[config.mk]
export PLATFORM = sky130hd
export DESIGN_NAME = hpdmc_wrseq_flat
export DESIGN_NICKNAME = d
export VERILOG_FILES = /design/src/rtl/hpdmc_wrseq_pkg.sv /design/src/rtl/hpdmc_wrseq_if.sv /design/src/rtl/hpdmc_wrseq_pipe.sv /design/src/rtl/hpdmc_wrseq.sv /design/src/flat_wrapper.sv
export SDC_FILE = /design/constraint.sdc
export NUM_CORES = 1
export LEC_CHECK = 0
export ABC_AREA = 0
export CORE_ASPECT_RATIO = 1.25
export CORE_MARGIN = 2
export CORE_UTILIZATION = 43
export CTS_CLUSTER_SIZE = 10
export DETAILED_ROUTE_END_ITERATION = 16
export PLACE_DENSITY = 0.86
export SLEW_MARGIN = 20
export SYNTH_ARGS = -nofsm -noshare
export SYNTH_HDL_FRONTEND = slang
export SYNTH_SLANG_ARGS = --single-unit
export TNS_END_PERCENT = 10
[constraint.sdc]
create_clock -name sys_clk -period 2.9 [get_ports sys_clk]
set_clock_uncertainty 0.15 [all_clocks]
set_input_delay 0.58 -clock sys_clk [delete_from_list [all_inputs] [get_ports sys_clk]]
set_output_delay 0.58 -clock sys_clk [all_outputs]
set_load 0.02 [all_outputs]
[src/rtl/hpdmc_wrseq_pkg.sv]
// rtl/hpdmc_wrseq_pkg.sv - shared DDR16 write-path constants and burst length encoding
package hpdmc_wrseq_pkg;

    // Burst length as programmed in the SDRAM mode register
    typedef enum logic [1:0] {
        BL2 = 2'd0,
        BL4 = 2'd1,
        BL8 = 2'd2
    } burst_len_e;

    localparam int DEFAULT_DQ_WIDTH = 16;

    // DQS level driven during the preamble and postamble cycles
    localparam logic DQS_PRE_LEVEL  = 1'b0;
    localparam logic DQS_POST_LEVEL = 1'b0;

    // Width of the command spacing counter; holds up to BURST_CYCLES-1 = 3
    localparam int SPACE_W = 3;

    // Controller clock cycles occupied by one DDR burst
    function automatic int burst_cycles(input burst_len_e bl);
        case (bl)
            BL2:     return 1;
            BL4:     return 2;
            default: return 4;
        endcase
    endfunction

endpackage

[src/rtl/hpdmc_wrseq_if.sv]
// rtl/hpdmc_wrseq_if.sv - write command and write data handshake into the sequencer
interface hpdmc_wrseq_if
    import hpdmc_wrseq_pkg::*;
#(
    parameter int DQ_WIDTH = DEFAULT_DQ_WIDTH
) ();
    localparam int NL = DQ_WIDTH / 8;

    logic                  wr_cmd;
    logic                  wr_ready;
    logic [2*DQ_WIDTH-1:0] wdata;
    logic [2*NL-1:0]       wmask;
    logic                  wdata_valid;
    logic                  wdata_ack;

    // Scheduler / data source side
    modport master (
        output wr_cmd, wdata, wmask, wdata_valid,
        input  wr_ready, wdata_ack
    );

    // Sequencer side
    modport slave (
        input  wr_cmd, wdata, wmask, wdata_valid,
        output wr_ready, wdata_ack
    );

endinterface

[src/rtl/hpdmc_wrseq_pipe.sv]
// rtl/hpdmc_wrseq_pipe.sv - write marker shift register and command spacing counter
module hpdmc_wrseq_pipe
    import hpdmc_wrseq_pkg::*;
#(
    parameter int BURST_CYCLES = 2,
    parameter int WL           = 1
) (
    input  logic sys_clk,
    input  logic sys_rst_n,
    input  logic accept,
    output logic wr_ready,
    output logic empty,
    output logic pre_nxt,
    output logic data_nxt,
    output logic post_nxt,
    output logic ack
);
    localparam int DEPTH = WL + BURST_CYCLES + 1;
    localparam logic [DEPTH-1:0] BURST_ONES = DEPTH'((1 << BURST_CYCLES) - 1);
    // mark_q[k] set means a command was accepted k edges before the current cycle.
    // Each window looks one edge further ahead than the output cycle it feeds.
    localparam logic [DEPTH-1:0] WIN_AHEAD = BURST_ONES << (WL - 1);
    localparam logic [DEPTH-1:0] WIN_NXT   = BURST_ONES << WL;
    localparam logic [DEPTH-1:0] WIN_NOW   = BURST_ONES << (WL + 1);

    logic [DEPTH-1:0]   mark_q, mark_d;
    logic [SPACE_W-1:0] space_q, space_d;
    logic               data_ahead, data_now;

    assign data_ahead = |(mark_q & WIN_AHEAD);
    assign data_nxt   = |(mark_q & WIN_NXT);
    assign data_now   = |(mark_q & WIN_NOW);
    assign pre_nxt    = data_ahead & ~data_nxt;
    assign post_nxt   = data_now & ~data_nxt;
    assign ack        = data_nxt;
    assign wr_ready   = (space_q == '0);
    assign empty      = ~|mark_q;

    // Advance the markers every cycle and hold off new commands for one burst
    always_comb begin
        mark_d  = {mark_q[DEPTH-2:0], accept};
        space_d = space_q;
        if (accept) begin
            space_d = SPACE_W'(BURST_CYCLES - 1);
        end else if (space_q != '0) begin
            space_d = space_q - SPACE_W'(1);
        end
    end

    // Marker and spacing state
    always_ff @(posedge sys_clk or negedge sys_rst_n) begin
        if (!sys_rst_n) begin
            mark_q  <= '0;
            space_q <= '0;
        end else begin
            mark_q  <= mark_d;
            space_q <= space_d;
        end
    end

endmodule

[src/rtl/hpdmc_wrseq.sv]
// rtl/hpdmc_wrseq.sv - DDR16 write-burst sequencer driving DQ/DM/DQS output register pairs
module hpdmc_wrseq
    import hpdmc_wrseq_pkg::*;
#(
    parameter int DQ_WIDTH     = DEFAULT_DQ_WIDTH,
    parameter int BURST_CYCLES = burst_cycles(BL4),
    parameter int WL           = 1
) (
    input  logic                  sys_clk,
    input  logic                  sys_rst_n,
    hpdmc_wrseq_if.slave          wr_if,
    output logic [DQ_WIDTH-1:0]   dq_d0,
    output logic [DQ_WIDTH-1:0]   dq_d1,
    output logic [DQ_WIDTH/8-1:0] dm_d0,
    output logic [DQ_WIDTH/8-1:0] dm_d1,
    output logic [DQ_WIDTH/8-1:0] dqs_d0,
    output logic [DQ_WIDTH/8-1:0] dqs_d1,
    output logic                  dq_oe,
    output logic                  dqs_oe,
    output logic                  wr_underrun,
    output logic                  idle
);
    localparam int NL = DQ_WIDTH / 8;

    logic ready, empty, pre_nxt, data_nxt, post_nxt, ack, accept;

    logic [DQ_WIDTH-1:0] dq_d0_q, dq_d0_d, dq_d1_q, dq_d1_d;
    logic [NL-1:0]       dm_d0_q, dm_d0_d, dm_d1_q, dm_d1_d;
    logic [NL-1:0]       dqs_d0_q, dqs_d0_d, dqs_d1_q, dqs_d1_d;
    logic                dq_oe_q, dq_oe_d, dqs_oe_q, dqs_oe_d;
    logic                underrun_q, underrun_d;

    assign accept          = wr_if.wr_cmd & ready;
    assign wr_if.wr_ready  = ready;
    assign wr_if.wdata_ack = ack;

    hpdmc_wrseq_pipe #(
        .BURST_CYCLES (BURST_CYCLES),
        .WL           (WL)
    ) u_pipe (
        .sys_clk   (sys_clk),
        .sys_rst_n (sys_rst_n),
        .accept    (accept),
        .wr_ready  (ready),
        .empty     (empty),
        .pre_nxt   (pre_nxt),
        .data_nxt  (data_nxt),
        .post_nxt  (post_nxt),
        .ack       (ack)
    );

    // Next pin values: data beats in data cycles, DQS framing around them, masks released otherwise
    always_comb begin
        dq_d0_d  = dq_d0_q;
        dq_d1_d  = dq_d1_q;
        dm_d0_d  = '1;
        dm_d1_d  = '1;
        dqs_d0_d = '0;
        dqs_d1_d = '0;
        if (data_nxt) begin
            dq_d0_d  = wr_if.wdata[DQ_WIDTH-1:0];
            dq_d1_d  = wr_if.wdata[2*DQ_WIDTH-1:DQ_WIDTH];
            dm_d0_d  = wr_if.wmask[NL-1:0];
            dm_d1_d  = wr_if.wmask[2*NL-1:NL];
            dqs_d0_d = '1;
        end else if (pre_nxt) begin
            dqs_d0_d = {NL{DQS_PRE_LEVEL}};
            dqs_d1_d = {NL{DQS_PRE_LEVEL}};
        end else if (post_nxt) begin
            dqs_d0_d = {NL{DQS_POST_LEVEL}};
            dqs_d1_d = {NL{DQS_POST_LEVEL}};
        end
        dq_oe_d    = data_nxt;
        dqs_oe_d   = pre_nxt | data_nxt | post_nxt;
        underrun_d = underrun_q | (ack & ~wr_if.wdata_valid);
    end

    // Output register stage; reset parks the pins undriven with all bytes masked
    always_ff @(posedge sys_clk or negedge sys_rst_n) begin
        if (!sys_rst_n) begin
            dq_d0_q    <= '0;
            dq_d1_q    <= '0;
            dm_d0_q    <= '1;
            dm_d1_q    <= '1;
            dqs_d0_q   <= '0;
            dqs_d1_q   <= '0;
            dq_oe_q    <= 1'b0;
            dqs_oe_q   <= 1'b0;
            underrun_q <= 1'b0;
        end else begin
            dq_d0_q    <= dq_d0_d;
            dq_d1_q    <= dq_d1_d;
            dm_d0_q    <= dm_d0_d;
            dm_d1_q    <= dm_d1_d;
            dqs_d0_q   <= dqs_d0_d;
            dqs_d1_q   <= dqs_d1_d;
            dq_oe_q    <= dq_oe_d;
            dqs_oe_q   <= dqs_oe_d;
            underrun_q <= underrun_d;
        end
    end

    assign dq_d0       = dq_d0_q;
    assign dq_d1       = dq_d1_q;
    assign dm_d0       = dm_d0_q;
    assign dm_d1       = dm_d1_q;
    assign dqs_d0      = dqs_d0_q;
    assign dqs_d1      = dqs_d1_q;
    assign dq_oe       = dq_oe_q;
    assign dqs_oe      = dqs_oe_q;
    assign wr_underrun = underrun_q;
    assign idle        = empty & ~dqs_oe_q & ready;

endmodule

[src/flat_wrapper.sv]
// flat-port wrapper written by rule: the top's interface ports become plain ports
module hpdmc_wrseq_flat import hpdmc_wrseq_pkg::*;
#(
    parameter int DQ_WIDTH     = DEFAULT_DQ_WIDTH,
    parameter int BURST_CYCLES = burst_cycles(BL4),
    parameter int WL           = 1
)
  (sys_clk, sys_rst_n, dq_d0, dq_d1, dm_d0, dm_d1, dqs_d0, dqs_d1, dq_oe, dqs_oe, wr_underrun, idle, wr_if_wr_cmd, wr_if_wdata, wr_if_wmask, wr_if_wdata_valid, wr_if_wr_ready, wr_if_wdata_ack);
  hpdmc_wrseq_if #(.DQ_WIDTH(DQ_WIDTH)) wr_if_i ();
  input  logic sys_clk;
  input  logic sys_rst_n;
  output logic [DQ_WIDTH-1:0] dq_d0;
  output logic [DQ_WIDTH-1:0] dq_d1;
  output logic [DQ_WIDTH/8-1:0] dm_d0;
  output logic [DQ_WIDTH/8-1:0] dm_d1;
  output logic [DQ_WIDTH/8-1:0] dqs_d0;
  output logic [DQ_WIDTH/8-1:0] dqs_d1;
  output logic dq_oe;
  output logic dqs_oe;
  output logic wr_underrun;
  output logic idle;
  input wire logic [$bits(wr_if_i.wr_cmd)-1:0] wr_if_wr_cmd;
  input wire logic [$bits(wr_if_i.wdata)-1:0] wr_if_wdata;
  input wire logic [$bits(wr_if_i.wmask)-1:0] wr_if_wmask;
  input wire logic [$bits(wr_if_i.wdata_valid)-1:0] wr_if_wdata_valid;
  output wire logic [$bits(wr_if_i.wr_ready)-1:0] wr_if_wr_ready;
  output wire logic [$bits(wr_if_i.wdata_ack)-1:0] wr_if_wdata_ack;
  assign wr_if_i.wr_cmd = wr_if_wr_cmd;
  assign wr_if_i.wdata = wr_if_wdata;
  assign wr_if_i.wmask = wr_if_wmask;
  assign wr_if_i.wdata_valid = wr_if_wdata_valid;
  assign wr_if_wr_ready = wr_if_i.wr_ready;
  assign wr_if_wdata_ack = wr_if_i.wdata_ack;
  hpdmc_wrseq #(.DQ_WIDTH(DQ_WIDTH), .BURST_CYCLES(BURST_CYCLES), .WL(WL)) u_core (.sys_clk(sys_clk), .sys_rst_n(sys_rst_n), .wr_if(wr_if_i), .dq_d0(dq_d0), .dq_d1(dq_d1), .dm_d0(dm_d0), .dm_d1(dm_d1), .dqs_d0(dqs_d0), .dqs_d1(dqs_d1), .dq_oe(dq_oe), .dqs_oe(dqs_oe), .wr_underrun(wr_underrun), .idle(idle));
endmodule
==> out/summary.txt, run 1 <==
status: finished clean
ANT nets after route: 0
Num CTS Buffers: 5
Initial DRC Count: 25
Core Area: 0.003847 mm^2
clock power share: 0.124
finished layout cell area: 0.002681 mm^2
post-synth cell types: 19
root buffer cell: clkbuf_8
Rows: 25
largest net degree at the start of global routing: 47
final worst setup slack: 114.4 ps
Crit path arrival time: 2060 ps
utilization after layout: 0.6969
router iterations before antenna repair: 4
unrepaired setup endpoints after global routing: false
Worst setup SP type: flip-flop
initial antenna violation count: 0
met3 wire length: 332 um
Vias: 1159
TritonCTS clock tree: built
dominant cells by area after synthesis: dfrtp_1, mux2_2, dfstp_2, buf_4, ha_1
CTS clk-pin slew, worst paths: 90 ps
Ys Warns: 0
Area after DPL: 0.002586 mm^2
slowest stage cell, crit path: clkdlybuf4s50_1
number of synthesized flops with an enable pin: 0
pre-CTS setup slack: 369.2 ps
Final Hold Vio Count: 0
switching part of the total: 0.3533
Synth Cell Area: 0.001739 mm^2
IO Count: 86
share of layout cells above drive strength 1: 0.2850
Sum Neg Setup Slack: 0 ps
die outline width: 60.88 um
part of the power in combinational logic: 0.514
GRT Resource Usage Total: 0.1700
DR WL/cell: 14.72 um
Max Cap Viol: 0
largest area contributor in the netlist: dfrtp_1
critical register-to-register path endpoint: u_core.dq_d1[1]$_DFFE_PN0P_
Critical Path RT: 2170 ps
flop2flop setup slack: 1280 ps
first-pass GRT wire length: 5568 um
M1 WL: 1232 um
vias in the first global route: 1198
Crit Path Max Fanout: 3
Worst Setup SP: u_core.u_pipe.mark_q[1]$_DFF_PN0_
Post-Syn Instances: 108
CP Cell Sequence: or4_4 > nor3b_2 > clkdlybuf4s50_1
Critical Path Sink Type: primary output
final slew viol count: 0
height of the die: 75.11 um
Max H-tree Level: 2
static leakage: 1.130 nW
Synth top area share: 0.6043
power density over cell area: 1138 mW/mm^2
Final #Nets: 234
Net Sw Power: 1.078 mW
Post-synth ARST share: 1.000
cts-stage hold buffer count: 0
# diodes: 0
DRC Markers: 0
Routability Congestion: 0.6821
Yosys reg bits: 46
sequential power share: 0.362
Slew headroom: 0.6353
maximum clock insertion buffer count: 2
Internal: 1.974 mW
worst r2r src: u_core.u_pipe.mark_q[1]$_DFF_PN0_
clk_lat worst skew: 290 ps
Initial Util: 0.4520
CTS-repair resized insts: 0
Crit Path Class: reg2out
f_max: 359.0 MHz
worst hold path type: in2async
Buffers on Ports: 83
highest metal used: met4
crit path to: idle
VDD IR max: 0.7467 mV
min cycle time layout: 2786 ps
final period utilization: 0.9605
Routed WL: 3637 um
area growth from synthesis to final layout: 54.17%
actual slew at the worst max-slew pin: 547.0 ps
register area share after synthesis: 0.6647
Post-CTS Setup Inserts: 0
die area: 0.004572 mm^2
r2r worst-path depth: 3
final setup fails: 0
CTS Sinks: 46
CP max stage delay: 610 ps
WL met2: 2047 um
Final HPWL DP: 2720 um
global route overflow: 0
Syn Area/Cell: 16.10 um^2
via density per instance: 4.692
Primary FF master, synth: dfrtp_1
==> stage by stage <==
step                      power, mW  hold slack (ps)  instances
after floorplan               1.983            134.4        109
after global placement        2.634            210.6        239
after detailed placement      2.701            220.1        239
after CTS                     3.089            238.8        247
after global routing          3.229            160.1        247
final                         3.052            121.4        247
==> synth_stat cells, types with 2 or more instances <==
cell type / count
buf_4: 5
buf_6: 2
dfrtp_1: 42
dfstp_2: 4
ha_1: 2
inv_1: 3
mux2_2: 33
nor2_1: 3
or2_2: 4
==> worst max-delay path: cells and delay by family (launching register included) <==
kind                   cells  cell delay (ps)
and+or+nand+nor            2              730
DFF                        1              420
buffers and inverters      1              610
==> flip-flops by register name, summed over array words and instances, names as in the netlist <==
name                   flops
u_core.dq_d0              16
u_core.dq_d1              16
u_core.u_pipe.mark_q       4
u_core.u_pipe.space_q      3
u_core.dm_d0               2
u_core.dm_d1               2
u_core.dqs_d0              1
u_core.dqs_oe              1
u_core.wr_underrun         1
==> worst min path at each step <==
stage / from / to / slack (ps) / cells past startpoint
global route: sys_rst_n / u_core.wr_underrun$_DFF_PN0_ / 160 / 1
detailed placement: u_core.u_pipe.mark_q[0]$_DFF_PN0_ / u_core.u_pipe.mark_q[1]$_DFF_PN0_ / 220 / 0
floorplan: sys_rst_n / u_core.dq_d0[0]$_DFFE_PN0P_ / 130 / 0
CTS: u_core.u_pipe.mark_q[0]$_DFF_PN0_ / u_core.u_pipe.mark_q[1]$_DFF_PN0_ / 240 / 0
finish: sys_rst_n / u_core.dqs_d0[0]$_DFF_PN0_ / 120 / 1
global placement: u_core.u_pipe.mark_q[0]$_DFF_PN0_ / u_core.u_pipe.mark_q[1]$_DFF_PN0_ / 210 / 0
==> kinds of logic after synthesis <==
group	synth area share
AOI/OAI and AO/OA	0.007193
DFF	0.6647
and+or+nand+nor	0.04820
other	0.002156
muxes	0.2194
adders and majority gates	0.01439
buffers and inverters	0.04388
==> routing by layer <==
layer  vias up  track usage
li1        523            -
met1       580       0.1823
met2        52       0.2963
met3         4      0.08419
met4         0      0.04348
met5         -            0
==> layout make-up <==
class	instances	area [um^2]
Timing Repair Buffer	84	835.8
Clock inverter	3	21.27
Fill cell	288	1166
Tap cell	54	67.56
Sequential cell	46	1156
Clock buffer	5	68.82
Inverter	3	11.26
Multi-Input combinational cell	52	520.5
==> placed cells by master, fill, tap and decap left out, drive strengths merged, types with 2 or more instances in the layout <==
master	count
buf	2
or2	4
mux2	33
ha	2
nor2	3
inv	3
dfrtp	42
conb	2
dfstp	4
clkinv	2
clkbuf	5
clkdlybuf4s50	82
==> power groups by stage <==
stage / Combinational (mW) / Sequential, mW / Clock [mW]
after floorplan: 0.567 / 1.42 / 0
after global placement: 1.55 / 1.09 / 0
after detailed placement: 1.58 / 1.12 / 0
after CTS: 1.59 / 1.11 / 0.390
after global routing: 1.67 / 1.14 / 0.418
final: 1.57 / 1.10 / 0.379
Note: power is estimated with default switching activity, not from simulation.
==> run 2, diff against run 1 <==
==> constraint.sdc (replaced) <==
create_clock -name sys_clk -period 3.4 [get_ports sys_clk]
set_clock_uncertainty 0.15 [all_clocks]
set_input_delay 0.68 -clock sys_clk [delete_from_list [all_inputs] [get_ports sys_clk]]
set_output_delay 0.68 -clock sys_clk [all_outputs]
set_load 0.02 [all_outputs]
==> out/summary.txt, run 2 (synthesis results as in run 1) <==
DRC Markers: 0 (unchanged)
Routability Congestion: 0.6821 (unchanged)
CTS clk-pin slew, worst paths: 90 ps (about the same)
maximum clock insertion buffer count: 2 (unchanged)
worst hold path type: in2async
first-pass GRT wire length: 5568 um (unchanged)
CTS Sinks: 46 (unchanged)
Slew headroom: 0.6369 (+0.001573)
Initial DRC Count: 25 (unchanged)
CTS-repair resized insts: 0 (unchanged)
Max H-tree Level: 2 (unchanged)
Rows: 25 (unchanged)
status: finished clean
Worst setup SP type: flip-flop
Final #Nets: 234 (unchanged)
vias in the first global route: 1198 (unchanged)
CP Cell Sequence: inv_1 > ha_1 > nor2b_1 > nor3b_2 > clkdlybuf4s50_1
Crit Path Max Fanout: 5 (+2)
DR WL/cell: 14.68 um (-0.30%)
# diodes: 0 (unchanged)
final setup fails: 0 (unchanged)
utilization after layout: 0.6963 (about the same)
global-route met3 utilization: 0.08419 (unchanged)
clk_lat worst skew: 290 ps (about the same)
global route overflow: 0 (unchanged)
final slew viol count: 0 (unchanged)
power density over cell area: 970.3 mW/mm^2 (-15%)
actual slew at the worst max-slew pin: 544.6 ps (-2.360 ps)
Crit Path Class: reg2out
Final HPWL DP: 2720 um (unchanged)
VDD IR max: 0.6367 mV (-15%)
# fillers: 288 (unchanged)
f_max: 339.4 MHz
via density per instance: 4.664 (-0.60%)
unrepaired setup endpoints after global routing: false
Core Area: 0.003847 mm^2 (unchanged)
grt met2 use: 0.2963 (unchanged)
height of the die: 75.11 um (unchanged)
Initial Util: 0.4520 (unchanged)
flop2flop setup slack: 1780 ps (+500 ps)
router iterations before antenna repair: 3 (-1)
cts-stage hold buffer count: 0 (unchanged)
M1 GR Usage: 0.1823 (unchanged)
ANT nets after route: 0 (unchanged)
GR peak layer: met2
TritonCTS clock tree: built
Num CTS Buffers: 5 (unchanged)
slowest stage cell, crit path: clkdlybuf4s50_1
root buffer cell: clkbuf_8
static leakage: 1.129 nW (about the same)
r2r worst-path depth: 3 (unchanged)
die area: 0.004572 mm^2 (unchanged)
GRT Resource Usage Total: 0.1700 (unchanged)
commonest cells after routing, fill and taps aside: clkdlybuf4s50_1, dfrtp_1, mux2_2
initial antenna violation count: 0 (unchanged)
area growth from synthesis to final layout: 54.03% (about the same)
Max Cap Viol: 0 (unchanged)
worst r2r src: u_core.u_pipe.mark_q[1]$_DFF_PN0_
Buffers on Ports: 83 (unchanged)
IO Count: 86 (unchanged)
die outline width: 60.88 um (unchanged)
Routed WL: 3626 um (-0.30%)
largest net degree at the start of global routing: 47 (unchanged)
min cycle time layout: 2946 ps
Sum Neg Setup Slack: 0 ps (unchanged)
share of layout cells above drive strength 1: 0.2798 (-0.005181)
leading cell type in the layout, fill and taps excluded: clkdlybuf4s50_1
Critical Path RT: 2570 ps (+400 ps)
Post-CTS Setup Inserts: 0 (unchanged)
Final Hold Vio Count: 0 (unchanged)
critical register-to-register path endpoint: u_core.dq_d1[1]$_DFFE_PN0P_
Vias: 1152 (-0.60%)
CP max stage delay: 610 ps (about the same)
final period utilization: 0.8666
Crit path arrival time: 2120 ps (+60 ps)
Critical Path Sink Type: primary output
==> run 2: cell counts in the layout (fill, tap and decap cells not counted) <==
No cell type changed its count.
==> run 2: cell type report <==
type	count	area [um^2]	area share
clock buffers	5	68.82	0.02569
clock inverters	3	21.27	0.007940
inverters	3	11.26	0.004204
multi-input cells	52	518.0	0.1934
flip-flops and latches	46	1156	0.4316
well taps	54	67.56	0.02522
repair buffers	84	835.8	0.3120
==> run 2: report_power, final <==
group	total, mW	switching (mW)	internal (mW)
logic	1.34	0.606	0.730
registers	0.940	0.132	0.808
clock network	0.323	0.179	0.144
total	2.60	0.917	1.68
==> run 2: routing by layer <==
layer | part of all wire | wire length, um | vias to the layer above
met3 | 0.091 | 330 | 2
met1 | 0.34 | 1227 | 573
met2 | 0.56 | 2045 | 52
li1 | - | - | 525
met5 | 0 | 0 | -
met4 | 0.0063 | 23 | 0
==> run 2: worst max path at each step <==
stage                       to  slack [ps]  cells after the start                            startpoint
after global placement    idle         830                      3     u_core.u_pipe.mark_q[1]$_DFF_PN0_
after detailed placement  idle         770                      5  u_core.u_pipe.space_q[1]$_DFFE_PN0P_
after global routing      idle         320                      5  u_core.u_pipe.space_q[0]$_DFFE_PN0P_
after CTS                 idle         430                      5  u_core.u_pipe.space_q[0]$_DFFE_PN0P_
final                     idle         450                      5  u_core.u_pipe.space_q[0]$_DFFE_PN0P_
after floorplan           idle        1060                      4  u_core.u_pipe.space_q[0]$_DFFE_PN0P_
==> run 2: stage by stage <==
step                      hold WS (ps)  std cells  area (um^2)  worst slack (ps)  power [mW]
after floorplan                  205.4        109         1743              1056       1.691
after CTS                        238.8        247         2676             431.6       2.635
after global routing             247.8        247         2679             318.8       2.751
after detailed placement         220.1        239         2586             769.2       2.304
final                            220.8        247         2679             453.5       2.599
after global placement           210.6        239         2586             830.4       2.246
==> run 2: critical path: cells and delay by family, from the launching register on <==
kind          cells  cell delay, ps
buf+inv           2             690
simple gates      2             540
flops             1             410
fa+ha+maj         1             190
